File: config.mk
export PLATFORM = sky130hd
export DESIGN_NAME = pipe_addsub
export DESIGN_NICKNAME = d
export VERILOG_FILES = /design/src/rtl/pipe_addsub.sv
export SDC_FILE = /design/constraint.sdc
export NUM_CORES = 1
export LEC_CHECK = 0
export ABC_AREA = 1
export BUFFER_PORTS_ARGS = -buffer_cell sky130_fd_sc_hd__buf_2
export CORE_ASPECT_RATIO = 0.8
export CORE_MARGIN = 2
export CORE_UTILIZATION = 46
export CTS_BUF_LIST = sky130_fd_sc_hd__clkbuf_16
export DETAILED_ROUTE_END_ITERATION = 10
export PLACE_DENSITY_LB_ADDON = 0.2
export SLEW_MARGIN = 0
export SYNTH_ARGS = -nofsm -noshare
export SYNTH_HDL_FRONTEND = slang
export SYNTH_SLANG_ARGS = --single-unit
File: constraint.sdc
create_clock -name clk -period 1.55 [get_ports clk]
set_input_delay 0.31 -clock clk [delete_from_list [all_inputs] [get_ports clk]]
set_output_delay 0.31 -clock clk [all_outputs]
set_load 0.02 [all_outputs]
File: src/rtl/pipe_addsub.sv
// pipe_addsub: pipelined add/subtract unit with valid/ready handshakes.
// The carry chain is split into STAGES chunks of WIDTH/STAGES bits; chunk k
// is summed in stage k using the carry registered by stage k-1. The last
// stage also forms the flags and applies optional signed saturation.
module pipe_addsub #(
    parameter int WIDTH  = 8,
    parameter int STAGES = 2
) (
    input  logic             clk,
    input  logic             rst_n,
    input  logic             in_valid,
    output logic             in_ready,
    input  logic [WIDTH-1:0] opA,
    input  logic [WIDTH-1:0] opB,
    input  logic             mode,
    input  logic             sat,
    output logic             out_valid,
    input  logic             out_ready,
    output logic [WIDTH-1:0] result,
    output logic             carry,
    output logic             ovf,
    output logic             zero,
    output logic             neg
);
    localparam int CHUNK = WIDTH / STAGES;
    localparam logic [WIDTH-1:0] S_MAX = {1'b0, {(WIDTH-1){1'b1}}};
    localparam logic [WIDTH-1:0] S_MIN = {1'b1, {(WIDTH-1){1'b0}}};

    // One in-flight operation: operands (b already inverted for sub), the
    // partial sum of the chunks done so far, and the carry into the next chunk.
    typedef struct packed {
        logic [WIDTH-1:0] a;
        logic [WIDTH-1:0] b;
        logic [WIDTH-1:0] s;
        logic             c;
        logic             mode;
        logic             sat;
    } slot_t;

    typedef struct packed {
        logic [WIDTH-1:0] result;
        logic             carry;
        logic             ovf;
        logic             zero;
        logic             neg;
    } res_t;

    // Sum of chunk k of a and b plus carry-in; MSB is the chunk carry-out.
    function automatic logic [CHUNK:0] chunk_add(input logic [WIDTH-1:0] a,
                                                 input logic [WIDTH-1:0] b,
                                                 input logic cin, input int k);
        return {1'b0, a[k*CHUNK +: CHUNK]} + {1'b0, b[k*CHUNK +: CHUNK]}
               + {{CHUNK{1'b0}}, cin};
    endfunction

    // Insert a finished chunk into the partial sum (upper bits are still zero).
    function automatic logic [WIDTH-1:0] merge(input logic [WIDTH-1:0] s,
                                               input logic [CHUNK-1:0] part,
                                               input int k);
        return s | (WIDTH'(part) << (k * CHUNK));
    endfunction

    function automatic slot_t fold(input slot_t x, input int k);
        slot_t          y;
        logic [CHUNK:0] part;
        y    = x;
        part = chunk_add(x.a, x.b, x.c, k);
        y.s  = merge(x.s, part[CHUNK-1:0], k);
        y.c  = part[CHUNK];
        return y;
    endfunction

    // Last chunk plus flags and saturation.
    function automatic res_t finish(input slot_t x);
        res_t             r;
        logic [CHUNK:0]   part;
        logic [WIDTH-1:0] raw;
        logic             sa;
        part     = chunk_add(x.a, x.b, x.c, STAGES-1);
        raw      = merge(x.s, part[CHUNK-1:0], STAGES-1);
        sa       = x.a[WIDTH-1];
        r.ovf    = (sa == x.b[WIDTH-1]) && (raw[WIDTH-1] != sa);
        r.carry  = part[CHUNK] ^ x.mode;
        r.result = (x.sat && r.ovf) ? (sa ? S_MIN : S_MAX) : raw;
        r.zero   = (r.result == '0);
        r.neg    = r.result[WIDTH-1];
        return r;
    endfunction

    logic  stall;
    slot_t head;
    slot_t fin_slot;
    logic  fin_valid;
    res_t  fin_res;

    assign stall    = out_valid && !out_ready;
    assign in_ready = !stall;
    assign head     = '{a: opA, b: (mode ? ~opB : opB), s: '0,
                        c: mode, mode: mode, sat: sat};

    if (STAGES == 1) begin : g_single
        assign fin_slot  = head;
        assign fin_valid = in_valid;
    end else begin : g_pipe
        for (genvar k = 0; k < STAGES-1; k++) begin : g_stage
            slot_t src;
            logic  src_valid;
            slot_t slot_q;
            logic  valid_q;

            if (k == 0) begin : g_first
                assign src       = head;
                assign src_valid = in_valid;
            end else begin : g_next
                assign src       = g_stage[k-1].slot_q;
                assign src_valid = g_stage[k-1].valid_q;
            end

            // Stage k: add chunk k and pass the rest along; freeze on stall.
            always_ff @(posedge clk or negedge rst_n) begin
                if (!rst_n) begin
                    valid_q <= 1'b0;
                    slot_q  <= '0;
                end else if (!stall) begin
                    valid_q <= src_valid;
                    if (src_valid) begin
                        slot_q <= fold(src, k);
                    end
                end
            end
        end

        assign fin_slot  = g_stage[STAGES-2].slot_q;
        assign fin_valid = g_stage[STAGES-2].valid_q;
    end

    assign fin_res = finish(fin_slot);

    // Final stage: registered result and flags; bubbles leave them untouched.
    always_ff @(posedge clk or negedge rst_n) begin
        if (!rst_n) begin
            // NOTE: result and flags are reset too, since they are visible
            // outputs with a defined reset value, not just internal payload.
            out_valid <= 1'b0;
            result    <= '0;
            carry     <= 1'b0;
            ovf       <= 1'b0;
            zero      <= 1'b0;
            neg       <= 1'b0;
        end else if (!stall) begin
            // NOTE: non-blocking updates so every stage samples pre-edge values.
            out_valid <= fin_valid;
            if (fin_valid) begin
                result <= fin_res.result;
                carry  <= fin_res.carry;
                ovf    <= fin_res.ovf;
                zero   <= fin_res.zero;
                neg    <= fin_res.neg;
            end
        end
    end
endmodule

Word-level counts from Yosys, hierarchy flattened
Cells that the tools add are included.
Cells by class
  $add $sub $neg: 4
  equal/unequal tests: 2
  muxes and demuxes: 3
  bitwise gates (word level): 4
  reductions and logical operators: 8
Operators with widths (count)
  8-bit 2-to-1 mux: 3
  4-bit by 4-bit adder with 5-bit output: 2
  5-bit by 1-bit adder with 5-bit output: 2
  8-bit zero test: 1
  8-bit inverter: 1
  4-bit by 8-bit OR with 8-bit output: 1
  2-bit AND reduction: 2
  1-bit logical AND: 3
  1-bit zero test: 2
  1-bit equality test: 1
  1-bit inequality test: 1
  1-bit inverter: 1
  1-bit bitwise XOR: 1
Storage, ports and cells
  flip-flop bits (word level): 37
  logic and storage cells: 34

Longest topological paths before layout
  word-level depth: 8
  mapped depth: 10

Worst setup path after synthesis
OpenSTA, ideal clock, no wires.
  path type: register to register
  start: reg g_pipe.g_stage[0].slot_q, in the netlist fin_slot[2]
  end: reg zero
  arrival: 1585 ps
  path slack: -152 ps
  cell stages (with the launch flop): 10
  buffers on the path: 0
  path through: dfrtp_1 fa_1 inv_1 fa_1 inv_1 nand2_1 nand2_1 nor2_1 nand3_1 nand2_1
Between the ends
  longest elaborated chain between the ends: 7
RTL lines
  start, declared: RTL line 108  | slot_t slot_q;
  start signal, assigned: RTL line 127  | slot_q <= fold(src, k);
  5-bit by 1-bit adder with 5-bit output (*): RTL line 53  | + {{CHUNK{1'b0}}, cin};
  4-bit by 8-bit OR with 8-bit output (*): RTL line 60  | return s | (WIDTH'(part) << (k * CHUNK));
  1-bit inequality test: RTL line 82  | r.ovf = (sa == x.b[WIDTH-1]) && (raw[WIDTH-1] != sa);
  1-bit logical AND: RTL line 82
  1-bit logical AND: RTL line 84  | r.result = (x.sat && r.ovf) ? (sa ? S_MIN : S_MAX) : raw;
  8-bit 2-to-1 mux (*): RTL line 84
  8-bit zero test (*): RTL line 85  | r.zero = (r.result == '0);
  end signal, assigned: RTL line 157  | zero <= fin_res.zero;
  end, declared: RTL line 22  | output logic zero,
Every way passes the cells marked *; elsewhere a longest branch is shown, timed or not.
A chain may end at the register's enable or synchronous reset.

Worst setup path in the final report
Same ends and word-level chain as after synthesis.

==> run_results.csv <==
group,metric,value,unit
routing,viasPerCell,4.98,
global_routing,grt_pass1_wl,4910,µm
sta,worst_pin_slew,611,ps
critical_path,cp_slowest_cell,"fa_2",
floorplan,die_area,0.00370,mm²
routing,drt_iter0_drc,74,
clocking,clockRootBuffer,"clkbuf_16",
sta,drv_slew,0,
critical_path,critPathMaxFanout,3,
floorplan,start_util,48.1,%
finish,diodes,0,
yosys,synth_cell_types,23,
sta,timing.final.crit_share,112,%
placement,io_buffers,35,
routing,wl_per_cell,12.3,µm
pwr,switching_power,1.10,mW
pwr,power.density,1510,mW/mm²
pwr,power.internal,1.80,mW
outcome,violations,"negative setup slack",
yosys,ys_top_cells_by_area,"dfrtp_1 (47%), nand2_1 (11%), ha_1 (5.1%), o21ai_0 (5.1%), xnor2_1 (4.7%)",
sta,setup_viol,10,
floorplan,fp-row-count,18,
critical_path,cp.buffers_inverters,2,
floorplan,die_h,54.8,µm
sta,hold_viol,0,
sta,tns,-1300,ps
floorplan,die_x,67.5,µm
floorplan,io_pins,36,
finish,final_common_cell,"nand2_1",
critical_path,r2r_setup_slack,-180,ps
yosys,seq_area_frac_synth,47.2,%
pwr,p_clk_share,19.9,%
sta,fin_worst_skew,2.70,ps
critical_path,endpoint_kind,"register",
finish,fin_util,62.4,%
finish,nets,243,
critical_path,critPathKind,"register to register",
finish,final_cell_mix,"nand2_1 (40), buf_2 (35), dfrtp_1 (28)",
finish,final_cells,251,
flow_run,cap_violations,0,
worst_hold_path,min_path_type,"input port to asynchronous set/reset pin",
yosys,yosys_most_used_dff,"dfrtp_1",
outcome,status,"finished, violations left",
pwr,swShare,38.0,%
critical_path,arrival,1880,ps
critical_path,cp_slowest_stage_delay,420,ps
yosys,synth_warnings,0,
global_routing,grt_start_max_net_pins,29,
pwr,seqPwrFrac,36.9,%
routing,vias,1250,
sta,min_period,1730,ps
sta,fmax,577,MHz
yosys,ys_ff_latch,28,
pwr,max-vdd-ir-drop,610,µV
global_routing,antenna_found_initial,0,
critical_path,cp_cell_sequence,"fa_2 -> inv_2 -> fa_1 -> inv_1 -> nand2_2 -> nand2_1 -> nor2_1 -> nand3_1 -> nand2_1",
yosys,netlist_area,0.00148,mm²
finish,fillerInstances,262,
floorplan,core,0.00309,mm²
global_routing,grt_pass1_vias,1185,
routing,dr.pass1.iters,4,
global_routing,grt_overflow,0,
routing,drc,0,
critical_path,cp_num_cells,9,
yosys,synth_edf_count,0,
global_routing,track_usage,17.6,%
clocking,cts_buffers,3,
critical_path,required,1700,ps
clocking,htreeDepth,1,
clocking,path_clk_slew,70,ps
clocking,cts_tree,"yes",
critical_path,cp_common_cell,"nand2_1",
yosys,synthArstFlopShare,100,%
critical_path,start_kind,"register",
yosys,synthesis.nets,196,
finish,multi_input_area,772,µm²
yosys,synth_area_per_cell,8.99,µm²
clocking,clock_path_buffers,2,
placement,hpwlAfterDp,2300,µm
sta,relSlewSlack,59.3,%
pwr,p_comb_share,43.2,%
clocking,cts.sink_count,28,
sta,hold_ws,56.9,ps
routing,routed_wl,3090,µm
placement,dp.cells,244,
finish,drive_gt1_share,34.1,%
yosys,synthCells,165,
placement,globalplace.congestion,0.826,
critical_path,path_delay_family,"adder cells",
finish,regArea,701,µm²
critical_path,worst-r2r-cell-count,9,
sta,setup_slack,-184,ps
yosys,yosys.area.top_type,"dfrtp_1",
yosys,synth_top_area_share,47.2,%
clocking,ctsHoldBuffers,0,
routing,drtAntennaViolNets,0,
clocking,insertion_delay,260,ps
finish,area_growth,29.8,%
sta,rsz0062_at_grt,"yes",
pwr,p_leak,0.971,nW
==> worst paths after layout <==
check                       startpoint          end
setup / recovery           fin_slot[2]         zero
hold / removal                   rst_n          ovf
setup reg to reg           fin_slot[2]         zero
hold reg to reg                  carry        carry
max in group asynchronous        rst_n  fin_slot[1]
min in group clk                   sat  fin_slot[0]
==> per-stage QoR <==
step | setup WS, ps | power, mW | cell area (µm²)
finish | -184 | 2.90 | 1930
floorplan | -89.3 | 1.79 | 1490
global placement | -127 | 2.10 | 1740
global route | -282 | 3.10 | 1930
CTS | -170 | 2.75 | 1850
detailed placement | -157 | 2.14 | 1740
==> cells in the mapped netlist, types with 2 or more instances <==
cell     count
nand2_1     43
dfrtp_1     28
inv_1       16
o21ai_0     15
a21oi_1     11
nor2_1      10
xnor2_1      8
nand3_1      7
ha_1         6
xor2_1       5
fa_1         3
buf_2        2
==> sequential cells by signal, summed over array words and instances (netlist names) <==
register and flops:
ovf 1, zero 1, fin_valid 1, fin_slot 15, carry 1, out_valid 1
result 8
==> power groups by stage <==
stage	registers (mW)	clock network, mW	logic, mW
2_1_floorplan	1.21	0	0.577
3_3_place_gp	1.06	0	1.04
3_5_place_dp	1.08	0	1.06
4_1_cts	1.07	0.590	1.09
5_1_grt	1.10	0.608	1.39
6_report	1.07	0.578	1.25
==> logic make-up after synthesis <==
| group | after synthesis | synth area share [%] |
|---|---|---|
| compound gates | 30 | 11.0 |
| fa+ha+maj | 9 | 9.11 |
| buf+inv | 20 | 5.99 |
| simple gates | 65 | 19.1 |
| flops | 28 | 47.2 |
| xor+xnor | 13 | 7.67 |
==> cell type report <==
cell class	instances	area share, %
multi-input cells	117	40.1
flip-flops and latches	28	36.4
repair buffers	46	13.6
clock buffers	3	3.90
inverters	16	3.25
well taps	40	2.60
clock inverters	1	0.195
==> worst reg2reg max path, stage by stage (launching register included) <==
cell and delay, ps:
dfrtp_1 400, fa_2 420, inv_2 70, fa_1 400
inv_1 70, nand2_2 60, nand2_1 60, nor2_1 40
nand3_1 60, nand2_1 50
==> per-layer routing <==
layer	GRT usage, %	part of all wire (%)	up-vias
met5	0	0	-
met4	5.10	1.6	0
met3	1.85	4.1	4
met2	31.7	51	34
met1	22.4	43	587
li1	-	-	625
==> what timing repair did <==
item	in CTS	in global routing
buffers inserted	1	2
endpoints found under the setup margin	10	10
gates resized for setup	5	16
pin swaps	2	3
No activity file was read; power rests on OpenSTA's default activity.
